==> config.mk <==
export PLATFORM = sky130hd
export DESIGN_NAME = packet_framer
export DESIGN_NICKNAME = d
export VERILOG_FILES = /design/src/rtl/packet_framer.sv
export SDC_FILE = /design/constraint.sdc
export NUM_CORES = 1
export LEC_CHECK = 0
export CORE_UTILIZATION = 54
export CTS_BUF_LIST = sky130_fd_sc_hd__clkbuf_2 sky130_fd_sc_hd__clkbuf_4 sky130_fd_sc_hd__clkbuf_8
export CTS_CLUSTER_SIZE = 14
export DETAILED_ROUTE_END_ITERATION = 8
export GPL_TIMING_DRIVEN = 0
export PLACE_DENSITY = 0.83
export SYNTH_ARGS = -nofsm -noshare
export SYNTH_HDL_FRONTEND = slang
export SYNTH_SLANG_ARGS = --single-unit
==> constraint.sdc <==
create_clock -name clk -period 4.15 [get_ports clk]
set_input_delay 0.83 -clock clk [delete_from_list [all_inputs] [get_ports clk]]
set_output_delay 0.83 -clock clk [all_outputs]
set_load 0.02 [all_outputs]
==> src/rtl/packet_framer.sv <==
// packet_framer: turns a (target, size) command plus a payload stream into the checksummed
// Hermes flit sequence ADDR, SIZE, payload... for the router local input port.
// Ports: clk/reset (sync, active-low); cmd_valid/cmd_ready/cmd_target/cmd_size command in;
//   pl_valid/pl_ready/pl_data payload in; tx/data_out/credit_i flit out (credit handshake);
//   busy (not IDLE), err_o (size-0 command dropped), pad_o (payload padding started).
`timescale 1ns/1ps
module packet_framer #(
   parameter logic [7:0] XMax       = 8'd3,
   parameter logic [7:0] YMax       = 8'd3,
   parameter int         TimeoutMax = 10
) (
   input  logic        clk,
   input  logic        reset,
   input  logic        cmd_valid,
   output logic        cmd_ready,
   input  logic [15:0] cmd_target,
   input  logic [23:0] cmd_size,
   input  logic        pl_valid,
   output logic        pl_ready,
   input  logic [31:0] pl_data,
   output logic        tx,
   output logic [31:0] data_out,
   input  logic        credit_i,
   output logic        busy,
   output logic        err_o,
   output logic        pad_o
);
   localparam int         TW = $clog2(TimeoutMax + 1);
   localparam logic [15:0] IV = {XMax, YMax};

   typedef enum logic [2:0] {IDLE, ADDR, SIZE, PAYLOAD, PAD} state_t;

   state_t        state, state_n;
   logic          tx_n;
   logic [31:0]   data_n;
   logic [23:0]   rem, rem_n;
   logic [TW-1:0] tcnt, tcnt_n;
   logic [15:0]   tgt_q, tgt_n;
   logic [23:0]   sz_q, sz_n;
   logic          err_n, pad_n;
   logic          load_ok;

   function automatic logic [7:0] addr_chk(input logic [15:0] t);
      logic [7:0] c;
      c = '0;
      for (int i = 0; i < 8; i++)
         c[i] = t[2*i] ^ t[2*i+1] ^ IV[2*i] ^ IV[2*i+1];
      return c;
   endfunction

   function automatic logic [7:0] size_chk(input logic [23:0] s, input logic [7:0] a);
      logic [7:0] c;
      c = '0;
      for (int i = 0; i < 8; i++)
         c[i] = s[3*i] ^ s[3*i+1] ^ s[3*i+2] ^ a[i];
      return c;
   endfunction

   // The output register can take a new flit when empty or being consumed this cycle.
   assign load_ok = !tx || credit_i;
   assign busy    = (state != IDLE);

   always_comb begin
      state_n   = state;
      tx_n      = tx && !credit_i;
      data_n    = data_out;
      rem_n     = rem;
      tcnt_n    = tcnt;
      tgt_n     = tgt_q;
      sz_n      = sz_q;
      err_n     = 1'b0;
      pad_n     = 1'b0;
      cmd_ready = 1'b0;
      pl_ready  = 1'b0;
      case (state)
         IDLE: begin
            cmd_ready = reset;
            tcnt_n    = '0;
            if (cmd_valid && reset) begin
               if (cmd_size == 24'd0) begin
                  err_n = 1'b1;
               end else begin
                  tgt_n   = cmd_target;
                  sz_n    = cmd_size;
                  data_n  = {8'h00, addr_chk(cmd_target), cmd_target};
                  tx_n    = 1'b1;
                  rem_n   = cmd_size;
                  state_n = ADDR;
               end
            end
         end
         ADDR: begin
            if (credit_i) begin
               data_n  = {size_chk(sz_q, addr_chk(tgt_q)), sz_q};
               tx_n    = 1'b1;
               state_n = SIZE;
            end
         end
         SIZE: begin
            // tx drops on consumption, giving exactly one bubble before payload.
            if (credit_i)
               state_n = PAYLOAD;
         end
         PAYLOAD: begin
            pl_ready = reset && (rem != 24'd0) && load_ok;
            if (pl_ready && pl_valid) begin
               data_n = pl_data;
               tx_n   = 1'b1;
               rem_n  = rem - 24'd1;
               tcnt_n = '0;
            end else if (pl_ready) begin
               // Source starving while we could accept: count toward padding.
               if (tcnt == TW'(TimeoutMax - 1)) begin
                  tcnt_n  = '0;
                  pad_n   = 1'b1;
                  state_n = PAD;
               end else begin
                  tcnt_n = tcnt + TW'(1);
               end
            end else begin
               // Downstream backpressure never counts as starvation.
               tcnt_n = '0;
            end
            if (rem == 24'd0 && load_ok)
               state_n = IDLE;
         end
         PAD: begin
            // A payload flit still held in the register drains first via load_ok.
            if (load_ok) begin
               if (rem != 24'd0) begin
                  data_n = 32'h0;
                  tx_n   = 1'b1;
                  rem_n  = rem - 24'd1;
               end else begin
                  state_n = IDLE;
               end
            end
         end
         default: state_n = IDLE;
      endcase
   end

   always_ff @(posedge clk) begin
      if (!reset) begin
         state    <= IDLE;
         tx       <= 1'b0;
         data_out <= 32'h0;
         rem      <= '0;
         tcnt     <= '0;
         tgt_q    <= '0;
         sz_q     <= '0;
         err_o    <= 1'b0;
         pad_o    <= 1'b0;
      end else begin
         state    <= state_n;
         tx       <= tx_n;
         data_out <= data_n;
         rem      <= rem_n;
         tcnt     <= tcnt_n;
         tgt_q    <= tgt_n;
         sz_q     <= sz_n;
         err_o    <= err_n;
         pad_o    <= pad_n;
      end
   end
endmodule

# Yosys cells after proc, flatten, opt, wreduce, memory -nomap -nowiden
# Cells that the tools add are included.
# word_totals
register_bits,106
output_inout_bits,38
inputBits,77
elab_cells,133
# classes
n_eq_ne,16
mux,39
n_bitwise,44
reduce_logical,23
n_addsub,2
# op_table
cell,count
two-way mux 32 bit,6
case mux 32 bit (4 select lines),1
two-way mux 24 bit,5
case mux 24 bit (3 select lines),1
logical NOT 24 bit,2
XOR 1 bit,40
two-way mux 3 bit,10
nonzero test 24 bit,1
subtractor 24 x 1 -> 24 bit (second input constant),1
inequality test 2 bit (second input constant),8
case mux 3 bit (5 select lines),1
two-way mux 4 bit,3
two-way mux 1 bit,10
inequality test 3 bit (second input constant),3
AND reduction 9 bit,1
case mux 4 bit (2 select lines),1
AND reduction 7 bit,1
equality test 3 x 2 -> 1 bit (second input constant),2
logical AND 1 bit,6
AND reduction 3 bit,2
AND reduction 6 bit,1
nonzero test 3 bit,2
adder 4 x 1 -> 4 bit (second input constant),1
equality test 4 bit (second input constant),1
10 further kinds,14

# Depth between registers and ports, before layout
# depth
word_depth,7
ltp_mapped,11

# Worst setup path after synthesis
# No wires, ideal clock.
# synth_timing
path_type,register to output
startpoint,register rem[0]
endpoint,output port pl_ready
path_stages_with_launch,8
arrival_time_ns,2.336
setup_slack_ns,0.984
path_cell_list,dfxtp_1 -> inv_1 -> ha_1 -> or4b_1 -> or4b_4 -> or4_4 -> nand2_1 -> inv_1
# synth_between
elab_chain_cells,4
# synth_rtl
item,line_no,source
from (decl),36,"logic [23:0] rem, rem_n;"
from (signal assigned),158,rem <= rem_n;
nonzero test 24 bit,105,pl_ready = reset && (rem != 24'd0) && load_ok;
logical AND 1 bit (2 in a row),105,
two-way mux 1 bit,75,case (state)
to (decl),19,"output logic pl_ready,"
# Every way passes these cells.

# Worst setup path after layout
# Ends and elaborated chain as after synthesis.

==> run summary <==
Buffers inserted during clock tree synthesis total 9. The startpoint identified for the worst hold timing path is data_out[1]. The run gives 0 as the max-slew violation count. The total count of hold-check failures in the final report was 0. Synthesis inferred 106 register bits. In this run the critical register-to-register path is launched from rem[0].

The total overflow left after global routing is 0. TritonCTS built the clock tree. Summing every instance area after synthesis gives 0.00588 mm2. Type of element launching the critical path: a register. The run gives 0 ps as the setup TNS after final layout. Final hold analysis gives a worst-case slack of 481 ps.

The power share of the clock group is 0.154, and the average vias per placed instance is 6.21. Buffers placed on the I/O ports in this run total 113. The switching power came out at 0.00166 W. Layout cell share with drive strength beyond 1: 0.0833.

The run gives 0 as the number of antenna violations at the first check in global routing. The logs give 0 for the total number of yosys warnings and 2.68 nW for the standby leakage power. For the initial core utilization, the log shows 0.562. When the netlist entered floorplanning its net count stood at 755. Across the routed clock network, the largest skew measured is 10.3 ps. For the cell-internal power, the log shows 0.00242 W. The routed wire length came out at 18700 um. The worst min-delay path category is reg -> reg. For the highest clock frequency the design can meet, the log shows 246 MHz. The logs give 0 for the number of maximum-capacitance violations and 400 ps for the clock latency of the later-clocked register in the worst-skew pair. The proportion of register bits with asynchronous set or reset after synthesis is 0, and the post-route total power is 0.00408 W. The final cycle utilization of the critical path is 0.979, and the first-iteration detailed-routing DRC count is 534.

Worst setup path startpoint: rem[0]. The number of nets in the final layout is 879. Counting distinct cell types in the post-synthesis netlist gives 50.

Entering global routing, the biggest net connects 16 pins. In this run the count of I/O pins placed on the die edge is 115. Of all nets on the critical path, the largest fanout is 6. In this run the clock root is driven by a clkbuf_8.

Ranked by total cell area, the synthesized netlist is headed by dfxtp_1 36%, mux2i_1 9.7%, nor2b_1 5.0%. The wire length of the first global-routing pass was 29400 um. Net switching fraction of the power: 0.408.

STA classifies the critical path endpoint as a primary output. The detail route stage leaves a number of antenna-violating nets equal to 0. The largest voltage drop on the vdd net was 0.390 mV. The run gives 0.354 as the sequential power share. In the synthesized netlist, the number of instances is 675. The floorplan step defined a die boundary enclosing 0.0113 mm2. In the routed design, unresolved DRC markers number 0.

The run gives 0 as the count of hold buffers inserted by post-cts repair. Routability-driven placement finished with a final weighted congestion of 0.934. The area growth from synthesis to final layout is 25.2%. At the worst endpoint, the required time is 3320 ps. In this run the core area contains 37 standard-cell rows.

The library cell with the largest summed area after synthesis was dfxtp_1. The count of TritonRoute iterations in the first routing pass is 5. Combinational power share: 0.492. Setup repair after global routing left no endpoint under its margin. The run finished with clean final reports.

Counting every sink on the clock net gives 106. The final critical delay including setup and external delays was 4060 ps; the total inserted antenna cells was 0. The die is 106 um tall. The average wire per standard cell was 19.9 um.

The clock-pin slew on the worst setup and hold paths was 100 ps. The sequential cell area fraction in the yosys report is 0.361. The worst setup path is of the reg -> out kind. The placeable core area was 0.0105 mm2; the share of the synthesized area in the top cell type was 0.361.

The transition at the pin with the smallest max-transition slack works out to 917 ps. In the synthesized netlist the dominant register cell turns out to be dfxtp_1. The worst slew slack as a fraction of its limit was 0.388.

The count of final setup violators was 0; the power density relative to cell area was 554 mW/mm2. Dividing the synthesized area by the synthesized cell count gives 8.72 um2. The die is 106 um wide. Once detailed placement completed, the half-perimeter wirelength came to 14200 um. Leaving out fill and tap cells, the most frequent cells in the layout are 112 x clkdlybuf4s50_1, 106 x dfxtp_1, 58 x nand2_1. The logs give 3 for the number of levels the H-tree was split into and 3230 ps for the data arrival time at the worst-slack endpoint. The count of flip-flops with a built-in enable after synthesis was 0. The most common cell after layout, fill and taps aside is clkdlybuf4s50_1.

For the number of global-route vias before repair, the log shows 5549. The clock passes through at most 2 buffers. The run gives 0.340 as the overall routing resource usage. The routed layout has 5834 vias.
[through the flow]
stage,setup WS [ps],util,cells,instance area [um2]
after floorplan,984,-,675,5880
after global placement,342,0.687,924,7190
after detailed placement,300,0.687,924,7190
after CTS,115,0.704,940,7370
after global routing,12.6,0.704,940,7370
final,86.3,0.704,940,7370
[registers in the layout (all words and copies together) (netlist names)]
register / flops
tgt_q: 16
data_out: 32
tcnt: 4
tx: 1
err_o: 1
pad_o: 1
sz_q: 24
rem: 24
state: 3
[routing by layer]
metal	wire (um)	vias to the layer above	GRT usage	part of all wire
li1	-	2719	-	-
met1	8180	2772	0.460	0.44
met2	8420	312	0.519	0.45
met3	1730	31	0.0883	0.093
met4	401	0	0.121	0.021
met5	0	-	0	0
[cell type report]
cell class | count | area, um2
inverters | 10 | 37.5
repair buffers | 113 | 1130
well taps | 136 | 170
plain buffers | 51 | 221
clock buffers | 14 | 168
multi-input cells | 508 | 3510
flip-flops and latches | 106 | 2120
fillers | 875 | 3090
clock inverters | 2 | 12.5
[critical path, cell delays in order, from the launching register on]
cell	delay (ps)
dfxtp_1	360
inv_1	100
ha_1	230
or4b_4	520
or4b_4	560
or4_4	560
nand2_1	140
inv_1	50
dlygate4sd2_1	310
[cells by family after synthesis]
group / share of synthesized area
xor+xnor: 0.0625
simple gates: 0.185
mux: 0.143
fa+ha+maj: 0.00638
compound gates: 0.199
flops: 0.361
buf+inv: 0.0440
[worst paths after layout]
kind         slack (ps)  cells after the start      endpoint
min reg2reg         480                      2   data_out[1]
max                  90                      8      pl_ready
min                 480                      2   data_out[1]
max reg2reg         580                     11  data_out[22]
[synth_stat cells, drive strengths merged, types with 7 or more instances]
library cell / instances
inv: 9
nand2: 58
o31ai: 30
nor2b: 47
nand3: 33
mux2i: 57
xnor2: 32
nor2: 34
nor3: 7
o21ai: 28
a21oi: 42
a22o: 11
nor4: 13
clkbuf: 34
mux2: 24
xor2: 10
dfxtp: 106
o221ai: 25
buf: 17
[timing repair]
action / CTS / global route
gates resized for setup: 2 / 0
setup endpoints to repair: 1 / 0
setup buffers: 0 / 0
[power groups by stage]
stage / Combinational (W) / Clock (W) / Sequential, W
finish: 0.00201 / 0.000630 / 0.00144
global route: 0.00216 / 0.000669 / 0.00146
CTS: 0.00197 / 0.000630 / 0.00144
detailed placement: 0.00196 / 0 / 0.00146
global placement: 0.00192 / 0 / 0.00145
floorplan: 0.00128 / 0 / 0.00150
No activity file was read; power rests on OpenSTA's default activity.
